`src/rtl/uart_pkg.sv`:
```
// rtl/uart_pkg.sv - shared UART frame constants, state type and parity helper
// Optional macro UART_PARITY_EN adds the PARITY state and an even-parity bit.
package uart_pkg;

   localparam int DATA_BITS = 8;
   localparam int STOP_BITS = 1;

   typedef enum logic [2:0] {
      IDLE   = 3'd0,
      START  = 3'd1,
      DATA   = 3'd2,
`ifdef UART_PARITY_EN
      PARITY = 3'd4,
`endif
      STOP   = 3'd3
   } uart_state_t;

   function automatic logic even_parity(input logic [DATA_BITS-1:0] d);
      return ^d;
   endfunction

endpackage

```
`src/rtl/uart_bit_timer.sv`:
```
// rtl/uart_bit_timer.sv - reloadable bit-period down-counter with half-period option
// tick is high while the count sits at zero; the owner reloads on every tick it consumes.
module uart_bit_timer #(
   parameter int CLKS_PER_BIT = 434
) (
   input  logic clk,
   input  logic rst,
   input  logic load,
   input  logic half,
   output logic tick
);

   localparam logic [15:0] FULL_LEN = 16'(CLKS_PER_BIT - 1);
   localparam logic [15:0] HALF_LEN = 16'(CLKS_PER_BIT / 2 - 1);

   logic [15:0] cnt;

   always_ff @(posedge clk) begin
      if (rst) begin
         cnt <= 16'd0;
      end else if (load) begin
         cnt <= half ? HALF_LEN : FULL_LEN;
      end else if (cnt != 16'd0) begin
         cnt <= cnt - 16'd1;
      end
   end

   assign tick = (cnt == 16'd0);

endmodule

```
`src/rtl/uart_txrx.sv`:
```
// rtl/uart_txrx.sv - independent 8N1 UART transmitter and receiver
// Optional macro UART_PARITY_EN: even parity after D7 and an rx_parity_err output.
module uart_txrx
   import uart_pkg::*;
#(
   parameter int CLKS_PER_BIT = 434
) (
   input  logic       clk,
   input  logic       rst,
   input  logic       uart_tx_en,
   input  logic [7:0] uart_tx_data,
   output logic       tx_busy,
   output logic       uart_txd,
   input  logic       uart_rxd,
   output logic       rx_busy,
   output logic [7:0] uart_rx_data,
   output logic       rx_valid
`ifdef UART_PARITY_EN
   ,
   output logic       rx_parity_err
`endif
);

   uart_state_t tx_state;
   logic [7:0]  tx_shreg;
   logic [2:0]  tx_bit_cnt;
   logic        tx_tick;
   logic        tx_load;
`ifdef UART_PARITY_EN
   logic        tx_par;
`endif

   assign tx_load = (tx_state == IDLE) ? uart_tx_en : tx_tick;

   uart_bit_timer #(.CLKS_PER_BIT(CLKS_PER_BIT)) u_tx_timer (
      .clk  (clk),
      .rst  (rst),
      .load (tx_load),
      .half (1'b0),
      .tick (tx_tick)
   );

   always_ff @(posedge clk) begin
      if (rst) begin
         tx_state   <= IDLE;
         tx_shreg   <= 8'h00;
         tx_bit_cnt <= 3'd0;
         uart_txd   <= 1'b1;
         tx_busy    <= 1'b0;
`ifdef UART_PARITY_EN
         tx_par     <= 1'b0;
`endif
      end else begin
         case (tx_state)
            IDLE: begin
               if (uart_tx_en) begin
                  tx_shreg <= uart_tx_data;
`ifdef UART_PARITY_EN
                  tx_par   <= even_parity(uart_tx_data);
`endif
                  tx_state <= START;
                  uart_txd <= 1'b0;
                  tx_busy  <= 1'b1;
               end
            end
            START: begin
               if (tx_tick) begin
                  tx_state   <= DATA;
                  tx_bit_cnt <= 3'd0;
                  uart_txd   <= tx_shreg[0];
                  tx_shreg   <= {1'b0, tx_shreg[7:1]};
               end
            end
            DATA: begin
               if (tx_tick) begin
                  if (tx_bit_cnt == 3'(DATA_BITS - 1)) begin
                     tx_bit_cnt <= 3'd0;
`ifdef UART_PARITY_EN
                     tx_state   <= PARITY;
                     uart_txd   <= tx_par;
`else
                     tx_state   <= STOP;
                     uart_txd   <= 1'b1;
`endif
                  end else begin
                     tx_bit_cnt <= tx_bit_cnt + 3'd1;
                     uart_txd   <= tx_shreg[0];
                     tx_shreg   <= {1'b0, tx_shreg[7:1]};
                  end
               end
            end
`ifdef UART_PARITY_EN
            PARITY: begin
               if (tx_tick) begin
                  tx_state <= STOP;
                  uart_txd <= 1'b1;
               end
            end
`endif
            STOP: begin
               if (tx_tick) begin
                  if (tx_bit_cnt == 3'(STOP_BITS - 1)) begin
                     tx_state <= IDLE;
                     tx_busy  <= 1'b0;
                  end else begin
                     tx_bit_cnt <= tx_bit_cnt + 3'd1;
                  end
               end
            end
            default: begin
               tx_state <= IDLE;
               uart_txd <= 1'b1;
               tx_busy  <= 1'b0;
            end
         endcase
      end
   end

   uart_state_t rx_state;
   logic        rx_s1, rx_s2, rx_prev;
   logic [1:0]  rx_warm;
   logic [7:0]  rx_shreg;
   logic [2:0]  rx_bit_cnt;
   logic        rx_tick;
   logic        rx_load;
   logic        rx_start;
`ifdef UART_PARITY_EN
   logic        rx_perr;
`endif

   // rx_prev only carries line samples once the reset value of the
   // synchronizer has flushed, so a line held low through reset is no edge.
   assign rx_start = (rx_state == IDLE) && rx_prev && !rx_s2;
   assign rx_load  = (rx_state == IDLE) ? rx_start : rx_tick;

   uart_bit_timer #(.CLKS_PER_BIT(CLKS_PER_BIT)) u_rx_timer (
      .clk  (clk),
      .rst  (rst),
      .load (rx_load),
      .half (rx_state == IDLE),
      .tick (rx_tick)
   );

   always_ff @(posedge clk) begin
      if (rst) begin
         rx_s1        <= 1'b1;
         rx_s2        <= 1'b1;
         rx_prev      <= 1'b0;
         rx_warm      <= 2'd0;
         rx_state     <= IDLE;
         rx_shreg     <= 8'h00;
         rx_bit_cnt   <= 3'd0;
         rx_busy      <= 1'b0;
         rx_valid     <= 1'b0;
         uart_rx_data <= 8'h00;
`ifdef UART_PARITY_EN
         rx_perr       <= 1'b0;
         rx_parity_err <= 1'b0;
`endif
      end else begin
         rx_s1    <= uart_rxd;
         rx_s2    <= rx_s1;
         rx_prev  <= (rx_warm == 2'd2) ? rx_s2 : 1'b0;
         rx_valid <= 1'b0;
         if (rx_warm != 2'd2) begin
            rx_warm <= rx_warm + 2'd1;
         end
         case (rx_state)
            IDLE: begin
               if (rx_start) begin
                  rx_state <= START;
                  rx_busy  <= 1'b1;
               end
            end
            START: begin
               if (rx_tick) begin
                  if (rx_s2) begin
                     rx_state <= IDLE;
                     rx_busy  <= 1'b0;
                  end else begin
                     rx_state   <= DATA;
                     rx_bit_cnt <= 3'd0;
                  end
               end
            end
            DATA: begin
               if (rx_tick) begin
                  rx_shreg <= {rx_s2, rx_shreg[7:1]};
                  if (rx_bit_cnt == 3'(DATA_BITS - 1)) begin
`ifdef UART_PARITY_EN
                     rx_state <= PARITY;
`else
                     rx_state <= STOP;
`endif
                  end else begin
                     rx_bit_cnt <= rx_bit_cnt + 3'd1;
                  end
               end
            end
`ifdef UART_PARITY_EN
            PARITY: begin
               if (rx_tick) begin
                  rx_perr  <= rx_s2 ^ even_parity(rx_shreg);
                  rx_state <= STOP;
               end
            end
`endif
            STOP: begin
               if (rx_tick) begin
                  if (rx_s2) begin
                     uart_rx_data <= rx_shreg;
                     rx_valid     <= 1'b1;
`ifdef UART_PARITY_EN
                     rx_parity_err <= rx_perr;
`endif
                  end
                  rx_state <= IDLE;
                  rx_busy  <= 1'b0;
               end
            end
            default: begin
               rx_state <= IDLE;
               rx_busy  <= 1'b0;
            end
         endcase
      end
   end

endmodule

```
`config.mk`:
```
export PLATFORM = sky130hd
export DESIGN_NAME = uart_txrx
export DESIGN_NICKNAME = d
export VERILOG_FILES = /design/src/rtl/uart_pkg.sv /design/src/rtl/uart_bit_timer.sv /design/src/rtl/uart_txrx.sv
export SDC_FILE = /design/constraint.sdc
export NUM_CORES = 1
export LEC_CHECK = 0
export CORE_UTILIZATION = 55
export CTS_CLUSTER_DIAMETER = 100
export DETAILED_ROUTE_END_ITERATION = 10
export PLACE_DENSITY = 0.76
export SLEW_MARGIN = 20
export SYNTH_ARGS = -nofsm -noshare
export SYNTH_HDL_FRONTEND = slang
export SYNTH_SLANG_ARGS = --single-unit
```
`constraint.sdc`:
```
create_clock -name clk -period 2.3 [get_ports clk]
set_input_delay 0.46 -clock clk [delete_from_list [all_inputs] [get_ports clk]]
set_output_delay 0.46 -clock clk [all_outputs]
set_load 0.01 [all_outputs]
```
==> metrics.yaml <==
numCtsBuffers: 9
r2r-start: "u_tx_timer.cnt[0]"
row_count: 29
core_um2: 6420
htree_levels: 3
grt_pass1_wl_um: 13100
antenna_cells: 0
slew_violations: 0
cp.required_ps: 2580
finalSetupViolCount: 0
synth_top_cell_by_area: "dfxtp_1"
tightest_slew_ps: 633
synth.area.top_cells: "dfxtp_1 (41%), a21oi_1 (5.4%), mux2i_1 (5.4%)"
antenna_left: 0
syn_avg_cell_area_um2: 8.85
synth.most_common_cell: "dfxtp_1"
maxCapViolCount: 0
total_leakage_power_nw: 1.72
crit_start: "u_tx_timer.cnt[0]"
fmax_mhz: 472
nNetsFinal: 474
synth_common_cells: "dfxtp_1 (75), nor2_1 (47), a21oi_1 (40)"
tns_ps: 0
cts_root_buf: "clkbuf_8"
synth_cells: 416
irDropWorstVdd_uv: 689
routed_via_density: 5.85
synth-seq-cells: 75
finish.utilization: 0.663
clkTransAtPathRegs_ps: 80
numPortBuffers: 23
r2r_cells: 8
start_util: 0.574
hold_path.class: "flip-flop to flip-flop"
ios: 24
rsz0062_at_grt: "no"
synth-warning-count: 0
die_y_um: 83.8
crit_type: "flip-flop to flip-flop"
dieArea_um2: 7030
fin_cells: 529
avgRoutedWirePerCell_um: 14.1
crit_end: "tx_bit_cnt[1]"
dp_hpwl_um: 5090
critPathCaptureType: "flip-flop"
antenna_found_initial: 0
cts_max_path_buffers: 2
reg2reg_slack_ps: 180
r2r_end: "tx_bit_cnt[1]"
gp_congestion: 0.810
fin_crit_ps: 2120
crit_arrival_ps: 2400
clock_skew_ps: 12.0
synth_ff_type: "dfxtp_1"
grt_overflow_total: 0
yosys.area.top_type_share: 0.408
grt_max_degree: 52
groute.usage.overall: 0.230
fin_crit_sh: 0.922
cp_max_fo: 6
yosysSeqAreaShare: 0.408
nFillCells: 531
clock_sinks: 75
synth_cell_types: 60
ys_async_sr_fraction: 0
powerDensity_nw_per_um2: 1300
slew_headroom: 0.575
die_x_um: 83.8
post-route-drc-count: 0
vias: 3094
drive_above_1_share: 0.119
dpl.cell_count: 513
insertion_delay_ps: 360
synth_nets: 443
outcome: "finished clean"
tritoncts: "yes"
wirelength_um: 7450
setup.worst_path.start_class: "flip-flop"
first_pass_iters: 5
area_growth_pct: 15.6
grt_pass1_vias: 2902
synth-edff-count: 0
synth.cell_area_um2: 3680
drt_iter0_drc: 185
finalHoldViolCount: 0
-- stage by stage --
stage	hold WS, ps	power [mW]	cell area [um^2]	setup WS [ps]
floorplan	389	3.79	3680	309
global placement	394	4.26	4010	202
detailed placement	403	4.34	4010	144
CTS	423	5.53	4250	103
global route	428	5.98	4260	5.22
finish	422	5.54	4260	180
-- layer usage --
layer	part of all wire	GRT usage	wire length, um	vias up
met5	0	0	0	-
met4	0.015	0.0784	109	0
met3	0.034	0.0564	254	10
met2	0.47	0.374	3530	55
met1	0.48	0.298	3550	1471
li1	-	-	-	1558
-- report_power, final --
group	internal (mW)	switching [mW]	leakage (nW)	total [mW]
combinational	1.08	1.39	0.989	2.46
clock	0.633	0.543	0.118	1.18
sequential	1.60	0.304	0.613	1.90
-- sequential cells by signal (all words and copies together) (netlist names) --
register	flops
rx_s1	1
u_tx_timer.cnt	16
uart_rx_data	8
uart_txd	1
rx_s2	1
tx_busy	1
tx_state	2
rx_shreg	8
rx_busy	1
tx_shreg	8
rx_warm	2
rx_bit_cnt	3
rx_state	2
tx_bit_cnt	3
u_rx_timer.cnt	16
rx_valid	1
rx_prev	1
-- critical path: stages, from the launching register on --
cell	delay [ps]
dfxtp_1	360
inv_1	70
ha_1	170
nor3b_2	270
buf_4	190
and3_2	200
a31oi_1	170
or3b_2	480
a21oi_1	140
-- how the worst min path moves through the flow --
stage           from    end  slack (ps)  cells past startpoint
2_1_floorplan  rx_s1  rx_s2         390                      1
3_3_place_gp   rx_s1  rx_s2         390                      1
3_5_place_dp   rx_s1  rx_s2         400                      1
4_1_cts        rx_s1  rx_s2         420                      1
5_1_grt        rx_s1  rx_s2         430                      1
6_report       rx_s1  rx_s2         420                      1
-- cell type report --
cell class	count	area, um^2	share of cell area
clock buffers	9	124	0.0291
clock inverters	7	109	0.0256
inverters	16	60.1	0.0141
multi-input cells	308	2040	0.478
flip-flops and latches	75	1500	0.353
well taps	77	96.3	0.0226
repair buffers	37	330	0.0776
-- repair_timing --
item,4_1_cts,5_1_grt
setup buffers,0,0
resized for setup,0,3
hold buffers,0,0
endpoints found under the setup margin,0,3
-- cells by family after synthesis --
family,share of synthesized area
and+or+nand+nor,0.220
buffers and inverters,0.0428
xor gates and xnor gates,0.0404
AOI/OAI and AO/OA,0.184
DFF,0.408
muxes,0.0543
adders and majority gates,0.0510
-- placed cells by master, fill, tap and decap left out, types with 9 or more instances in the layout --
| cell type | netlist | layout |
|---|---|---|
| nor3_1 | 10 | 10 |
| inv_1 | 16 | 16 |
| or3_1 | 11 | 11 |
| nand3_1 | 16 | 15 |
| dfxtp_1 | 75 | 75 |
| nand2_1 | 28 | 28 |
| nor2_1 | 47 | 47 |
| ha_1 | 15 | 15 |
| clkdlybuf4s50_1 | 0 | 22 |
| xor2_1 | 14 | 14 |
| buf_4 | 0 | 14 |
| o21ai_0 | 16 | 15 |
| mux2i_1 | 20 | 20 |
| clkbuf_8 | 0 | 9 |
| a21oi_1 | 40 | 40 |
No activity file was read; power rests on OpenSTA's default activity.
